### config.mk
export PLATFORM = sky130hd
export DESIGN_NAME = dino_score_counter
export DESIGN_NICKNAME = d
export VERILOG_FILES = /design/src/rtl/dino_score_pkg.sv /design/src/rtl/bcd_digit_cell.sv /design/src/rtl/dino_score_counter.sv
export SDC_FILE = /design/constraint.sdc
export NUM_CORES = 1
export LEC_CHECK = 0
export CAP_MARGIN = 20
export CORE_ASPECT_RATIO = 1.2
export CORE_UTILIZATION = 54
export CTS_CLUSTER_DIAMETER = 40
export DETAILED_ROUTE_END_ITERATION = 6
export GPL_ROUTABILITY_DRIVEN = 0
export PLACE_DENSITY = 0.85
export SYNTH_ARGS = -nofsm -noshare
export SYNTH_HDL_FRONTEND = slang
export SYNTH_SLANG_ARGS = --single-unit
### constraint.sdc
create_clock -name clk -period 3.5 [get_ports clk]
set_clock_uncertainty 0.1 [all_clocks]
set_input_delay 0.525 -clock clk [delete_from_list [all_inputs] [get_ports clk]]
set_output_delay 0.525 -clock clk [all_outputs]
set_load 0.03 [all_outputs]
### src/rtl/dino_score_pkg.sv
// Shared types and helpers for the dino score counter.
// Latency: none (types, constants and a combinational compare function).
// Backpressure: not applicable.
package dino_score_pkg;

  typedef logic [3:0] bcd_digit_t;

  localparam bcd_digit_t BCD_MAX = 4'd9;

  // Widest score the high-score compare handles; narrower scores are zero-extended.
  localparam int BCD_CMP_DIGITS = 8;

  // True when BCD value a is strictly greater than b, deciding on the most significant
  // differing digit.
  function automatic logic bcd_gt(input logic [4*BCD_CMP_DIGITS-1:0] a,
                                  input logic [4*BCD_CMP_DIGITS-1:0] b);
    logic decided;
    logic gt;
    decided = 1'b0;
    gt      = 1'b0;
    for (int k = BCD_CMP_DIGITS - 1; k >= 0; k--) begin
      if (!decided && (a[4*k +: 4] != b[4*k +: 4])) begin
        decided = 1'b1;
        gt      = (a[4*k +: 4] > b[4*k +: 4]);
      end
    end
    return gt;
  endfunction

endpackage

### src/rtl/bcd_digit_cell.sv
// One decimal digit of the live score; increments on inc_in and wraps 9 -> 0.
// Latency: digit updates on the edge after inc_in; carry_out is combinational.
// Backpressure: none; every inc_in is taken immediately.
module bcd_digit_cell
  import dino_score_pkg::*;
(
  input  logic       clk,
  input  logic       reset,
  input  logic       clear,
  input  logic       inc_in,
  output bcd_digit_t digit_out,
  output logic       carry_out
);

  // The next digit up only moves when this one rolls over.
  assign carry_out = inc_in & (digit_out == BCD_MAX);

  // Digit register: clear beats increment, 9 rolls back to 0.
  always_ff @(posedge clk or posedge reset) begin
    if (reset) begin
      digit_out <= '0;
    end else if (clear) begin
      digit_out <= '0;
    end else if (inc_in) begin
      digit_out <= (digit_out == BCD_MAX) ? bcd_digit_t'(0) : digit_out + bcd_digit_t'(1);
    end
  end

endmodule

### src/rtl/dino_score_counter.sv
// Tick-driven BCD score, published to the renderer only on the falling edge of VGA_VS.
// Latency: score_bcd/score_update valid 1 clk after vga_vs falls; live score 1 clk after a point.
// Backpressure: none; ticks are dropped while run=0. Optional high score: define HISCORE_EN.
module dino_score_counter
  import dino_score_pkg::*;
#(
  parameter int DIGITS          = 3,
  parameter int TICKS_PER_POINT = 6,
  parameter int SATURATE        = 1
) (
  input  logic                clk,
  input  logic                reset,
  input  logic                clear,
  input  logic                run,
  input  logic                tick,
  input  logic                vga_vs,
  output logic [4*DIGITS-1:0] score_bcd,
  output logic                score_update,
  output logic                overflow,
  output logic [4*DIGITS-1:0] hi_bcd
);

  localparam int PW = (TICKS_PER_POINT > 1) ? $clog2(TICKS_PER_POINT) : 1;
  localparam logic [PW-1:0] PRESC_LAST = PW'(TICKS_PER_POINT - 1);

  logic [PW-1:0]       prescaler;
  logic [4*DIGITS-1:0] live;
  logic [DIGITS:0]     carry;
  logic                accept;
  logic                point_due;
  logic                all_nines;
  logic                top_hit;
  logic                vs_q;
  logic                vs_fall;

  assign accept    = run & tick & ~clear;
  assign point_due = accept & (prescaler == PRESC_LAST);
  assign vs_fall   = vs_q & ~vga_vs;

  // Detect the top value so saturation can suppress the increment at the chain input.
  always_comb begin
    all_nines = 1'b1;
    for (int k = 0; k < DIGITS; k++) begin
      if (live[4*k +: 4] != BCD_MAX) all_nines = 1'b0;
    end
  end

  // In saturating mode the chain never sees the increment at 99..9; in wrap mode the
  // carry out of the top digit marks the wrap.
  assign carry[0] = point_due & ~(all_nines & (SATURATE != 0));
  assign top_hit  = (SATURATE != 0) ? (point_due & all_nines) : carry[DIGITS];

  for (genvar k = 0; k < DIGITS; k++) begin : g_digit
    bcd_digit_cell u_cell (
      .clk       (clk),
      .reset     (reset),
      .clear     (clear),
      .inc_in    (carry[k]),
      .digit_out (live[4*k +: 4]),
      .carry_out (carry[k+1])
    );
  end

  // Prescaler: counts accepted ticks, restarts on each point or clear.
  always_ff @(posedge clk or posedge reset) begin
    if (reset) begin
      prescaler <= '0;
    end else if (clear) begin
      prescaler <= '0;
    end else if (accept) begin
      prescaler <= point_due ? '0 : prescaler + PW'(1);
    end
  end

  // Sticky overflow, only dropped by clear or reset.
  always_ff @(posedge clk or posedge reset) begin
    if (reset) begin
      overflow <= 1'b0;
    end else if (clear) begin
      overflow <= 1'b0;
    end else if (top_hit) begin
      overflow <= 1'b1;
    end
  end

  // Vsync edge detect and shadow load: the pre-increment live value goes out.
  always_ff @(posedge clk or posedge reset) begin
    if (reset) begin
      vs_q         <= 1'b0;
      score_bcd    <= '0;
      score_update <= 1'b0;
    end else begin
      vs_q         <= vga_vs;
      score_update <= vs_fall;
      if (vs_fall) score_bcd <= live;
    end
  end

`ifdef HISCORE_EN
  logic [4*DIGITS-1:0] hi;

  // High score captured when a game is cleared; never lowered except by reset.
  always_ff @(posedge clk or posedge reset) begin
    if (reset) begin
      hi <= '0;
    end else if (clear && bcd_gt(32'(live), 32'(hi))) begin
      hi <= live;
    end
  end

  // High score shadow, republished alongside score_bcd.
  always_ff @(posedge clk or posedge reset) begin
    if (reset) begin
      hi_bcd <= '0;
    end else if (vs_fall) begin
      hi_bcd <= hi;
    end
  end
`else
  assign hi_bcd = '0;
`endif

endmodule

==> metrics.txt, run 1 <==
Critical Path Sink Type flip-flop; Final ANT Viol Nets 0; number of setup buffers added after CTS 0; Worst-path clk slew 0.08 ns; kind of critical path input port to flip-flop; RSZ-0062 raised after global routing no; Pleak approximately 0.84 nW; Tcrit/Tclk final 0.597; Row Count 21; commonest cells in the synthesized netlist dfrtp_1, buf_4, a21oi_1, nand2_1, nor2_1; worst slew pin tran 0.623 ns; Mapped Area 1570 sq um; Longest Clk Path Bufs 2; top area cells in the synthesized netlist dfrtp_1, mux2_2, ha_1; top-count cell post-synth dfrtp_1; crit path time final ~2.1 ns; Final Max Slew Viols 0; Post-synth EDFFs 0; WHS around 0.39 ns; warnings from Yosys 0; H-tree levels 2; hpwl dp 1.98 mm; Hold WC Path Type flip-flop to flip-flop; leading area contributor after synthesis dfrtp_1; Post-Synthesis Cells approximately 150; count of state elements after synthesis 30; PwrDens around 320 nW/um^2; Final setup viols 0; die area ~3100 sq um; VDD IR max around 0.24 mV; nets between 150 and 200; grt ovf 0; ys flop type dfrtp_1; Chip Width around 50 um; status finished, final reports clean; CTS tree built; Initial Util 0.563; io pins 32; total CTS buffers 5; achievable frequency 478 MHz; largest net degree at the start of global routing 31; CTS sink cnt 30; vias in the first global route between 1000 and 1500; final wirelength approximately 2.8 mm; layout cells sized above 1 0.149; Via Count 1097; global-route wire length before repair approximately 4.5 mm; crit path DAT around 2.2 ns; CP startpoint kind input port; max-cap violation count 0; wire per inst ~14 um; relative slew slack 0.585; Clock Latency Late Sink ~0.33 ns; number of DRC markers in iteration 0 15; Yosys top cell area share 0.478; post-CTS resize count 0; Remaining DRCs 0; GRT Total Usage 0.213; setup TNS 0 ns; CP max FO 20; Post-synth ARST share 1.00; Avg Inst Size Synth between 10 and 15 sq um; Vias per Instance 5.43; Vert. Die Dim 61.0 um; synth-to-layout area growth 15.2%; initial antenna violation count 0; drt first pass iters 4; Hold Violations, Final 0; diodes inserted 0; root buffer cell clkbuf_4; core area roughly 2800 sq um; Layout fillers 236; post-synthesis sequential area ratio 0.478; hold_buf cts 0; Worst EP required ~3.7 ns; Cell variety after synth 39; port bufs 19
-- report_power, final --
group | switching (mW) | leakage (nW) | total, mW | internal (mW)
registers | 0.00145 | 0.415 | 0.350 | 0.349
logic | 0.0371 | 0.396 | 0.0515 | 0.0143
clock network | 0.107 | 0.0254 | 0.183 | 0.0755
total | 0.146 | 0.837 | 0.584 | 0.438
-- cells in the final DEF (no fill, tap or decap), drive strengths merged, types with 3 or more instances in the layout --
master and count:
and3b 3, ha 8, nor3 3, inv 8, nand2 11, clkbuf 7
nor2 10, a21oi 10, conb 12, o21ai 7, nand3 3, clkdlybuf4s50 19
mux2 9, dfrtp 30
-- layout make-up --
cell class / count / area, sq um / area share
multi-input cells: 102 / 713 / 0.395
clock buffers: 7 / 45.0 / 0.0249
flip-flops and latches: 30 / 751 / 0.416
well taps: 34 / 42.5 / 0.0235
repair buffers: 21 / 225 / 0.125
inverters: 8 / 30.0 / 0.0166
-- logic make-up after synthesis --
| family | synth area share |
|---|---|
| muxes | 0.0774 |
| xor gates and xnor gates | 0.0112 |
| DFF | 0.478 |
| buffers and inverters | 0.0933 |
| other | 0.00239 |
| AOI/OAI and AO/OA | 0.112 |
| adders and majority gates | 0.0638 |
| and+or+nand+nor | 0.162 |
-- critical path: stages --
cell and delay [ns]:
clkdlybuf4s50_1 0.40, buf_4 0.21, and4bb_4 0.37, nand2_2 0.08, or4_1 0.50, a21oi_1 0.16
-- path summary, 6_finish.rpt --
check	cells after the start	to	from	slack, ns
max	6	g_digit[2].u_cell.digit_out[2]	clear	1.41
max reg2reg	6	g_digit[2].u_cell.digit_out[3]	g_digit[1].u_cell.digit_out[1]	1.45
min reg2reg	2	score_bcd[9]	score_bcd[9]	0.39
min in group asynchronous	2	g_digit[0].u_cell.digit_out[3]	reset	0.49
min	2	score_bcd[9]	score_bcd[9]	0.39
max in group asynchronous	3	score_bcd[11]	reset	2.31
-- layer usage --
layer  share of wire  vias up  wire length [um]  global-route usage
met5               0        -                 0                   0
met3           0.049        6               136              0.0765
li1                -      525                 -                   -
met4           0.026        0                74               0.151
met2            0.54       37              1500               0.374
met1            0.39      529              1080               0.210
-- flip-flops by register name (all words and copies together), names as in the netlist --
signal and cells:
score_bcd 12, g_digit.u_cell.digit_out 12, overflow 1, vs_q 1, prescaler 3, score_update 1
-- through the flow --
step                      worst slack [ns]  cell area, sq um  cells  total power [mW]   util
after CTS                             1.42              1780    201             0.590  0.639
after detailed placement              1.07              1730    194             0.405  0.623
after floorplan                       1.71              1610    157             0.403      -
final                                 1.41              1810    202             0.584  0.649
after global routing                  1.38              1810    202             0.614  0.649
after global placement                1.14              1730    194             0.403  0.623
(Power assumes the default switching activity.)
==> run 2, diff against run 1 <==
--- a/config.mk
+++ b/config.mk
@@ -7,11 +7,11 @@
 export LEC_CHECK = 0
 export CAP_MARGIN = 20
 export CORE_ASPECT_RATIO = 1.2
-export CORE_UTILIZATION = 54
+export CORE_UTILIZATION = 46
 export CTS_CLUSTER_DIAMETER = 40
 export DETAILED_ROUTE_END_ITERATION = 6
 export GPL_ROUTABILITY_DRIVEN = 0
-export PLACE_DENSITY = 0.85
+export PLACE_DENSITY = 0.78
 export SYNTH_ARGS = -nofsm -noshare
 export SYNTH_HDL_FRONTEND = slang
 export SYNTH_SLANG_ARGS = --single-unit
==> constraint.sdc (replaced) <==
create_clock -name clk -period 1.8 [get_ports clk]
set_clock_uncertainty 0.1 [all_clocks]
set_input_delay 0.27 -clock clk [delete_from_list [all_inputs] [get_ports clk]]
set_output_delay 0.27 -clock clk [all_outputs]
set_load 0.03 [all_outputs]
==> run 2 against run 1 <==
The flow now finishes with violations (negative setup slack). Die area is 17% higher. Critical path depth is 1 lower. Sequential share of layout area is 3.4 points lower. Combinational power is 100% higher. Register-to-register slack worse by 1.5 ns. Cell count is 9.9% higher. Critical path type is now flip-flop to flip-flop. Highest routed layer unchanged.
==> metrics.txt, run 2 (same netlist as run 1, synthesis figures left out) <==
Via Count approximately 1200; GRT Total Usage 0.179; max-cap violation count 0; CP startpoint kind flip-flop; placed cells 211; vias in the first global route 1174; Final setup viols 1; hpwl dp about 2.1 mm; PwrDens roughly 600 nW/um^2; placed cell area around 1900 sq um; number of DRC markers in iteration 0 17; failing checks negative setup slack; VDD IR max 0.468 mV; CTS sink cnt 30; Total Power between 1 and 1.5 mW; R2R cell count 5; CTS tree built; Longest Clk Path Bufs 2; io pins 32; H-tree levels 2; hold_buf cts 0; RSZ-0062 raised after global routing yes; kind of critical path flip-flop to flip-flop; root buffer cell clkbuf_4; global-route wire length before repair just under 5 mm; Remaining DRCs 0; register area ~750 sq um; Cell Count, Final, Fillers Out ~220; biggest regs g_digit.u_cell.digit_out (12), score_bcd (12), prescaler (3); final wirelength around 2.9 mm; setup ws final -0.0284 ns; drt first pass iters 4; synth-to-layout area growth 25.5%; core area between 3000 and 4000 sq um; Final ANT Viol Nets 0; commonest non-fill, non-tap cell in the layout dfrtp_1; layout cells sized above 1 0.280; achievable frequency roughly 550 MHz; crit path DAT about 2 ns; total CTS buffers 5; Worst EP required approximately 1.9 ns; die area about 3600 sq um; Multi-input gate area roughly 740 sq um; nets 200; diodes inserted 0; commonest cells after routing, fill and taps aside dfrtp_1, clkdlybuf4s50_1, buf_4; CP max FO 6; Layout fillers 267; initial antenna violation count 0; Vias per Instance around 5.3; Chip Width roughly 55 um; status finished with violations; post-route cell area 1970 sq um; Row Count 22; Final Max Slew Viols 0; Worst-path clk slew 0.09 ns; Clock Latency Late Sink ~0.33 ns; Initial Util 0.496; Vert. Die Dim 66.0 um; Critical Path Sink Type flip-flop; largest net degree at the start of global routing 31; Tcrit/Tclk final 1.02; crit path time final about 1.8 ns; wire per inst 13.2 um; grt ovf 0; Place WS -0.167 ns; port bufs 19; Pleak around 0.93 nW; Hold WC Path Type input port to asynchronous set/reset pin; Hold Violations, Final 0
==> run 2: path summary, 6_finish.rpt <==
| kind | end | slack [ns] | startpoint |
|---|---|---|---|
| worst max register to register | g_digit[1].u_cell.digit_out[1] | -0.03 | g_digit[1].u_cell.digit_out[0] |
| worst min-delay path | vs_q | 0.20 | reset |
| min in group clk | vs_q | 0.28 | vga_vs |
| max in group asynchronous | prescaler[2] | 1.12 | reset |
| worst min register to register | score_bcd[5] | 0.38 | score_bcd[5] |
| worst max-delay path | g_digit[1].u_cell.digit_out[1] | -0.03 | g_digit[1].u_cell.digit_out[0] |
==> run 2: layout make-up <==
class / count / share of cell area
clock buffer: 5 / 0.0191
inverter: 8 / 0.0152
multi-input combinational: 102 / 0.377
sequential: 30 / 0.381
timing repair buffer: 39 / 0.179
tap: 36 / 0.0229
clock inverter: 2 / 0.00508
==> run 2: metrics by stage <==
step	setup TNS [ns]	hold slack, ns	util
after floorplan	0	0.201	-
after global placement	-0.526	0.361	0.588
after detailed placement	-0.864	0.369	0.588
after CTS	0	0.205	0.605
after global routing	-0.154	0.260	0.622
final	-0.0284	0.196	0.622
==> run 2: critical path, stage by stage, from the launching register on <==
cell and delay (ns):
dfrtp_1 0.42, ha_4 0.18, and3b_2 0.27, a2111oi_4 0.47, mux2i_1 0.23, nor2_1 0.05
==> run 2: routing by layer <==
layer  vias up  routed length [um]  GRT usage
met3         9                  92     0.0431
met4         0                  91      0.131
met5         -                   0          0
met1       585                1200      0.176
met2        24                1560      0.327
li1        565                   -          -
==> run 2: report_power, final <==
group	leakage (nW)	internal [mW]	switching (mW)	total, mW
Combinational	0.486	0.0304	0.0741	0.104
Sequential	0.415	0.678	0.00293	0.681
Clock	0.0308	0.140	0.228	0.368
Total	0.932	0.848	0.305	1.15
==> run 2: repair_timing <==
item / 4_1_cts / 5_1_grt
setup endpoints to repair: 4 / 9
pin swaps: 1 / 4
resized for setup: 2 / 6
buffers inserted: 0 / 4
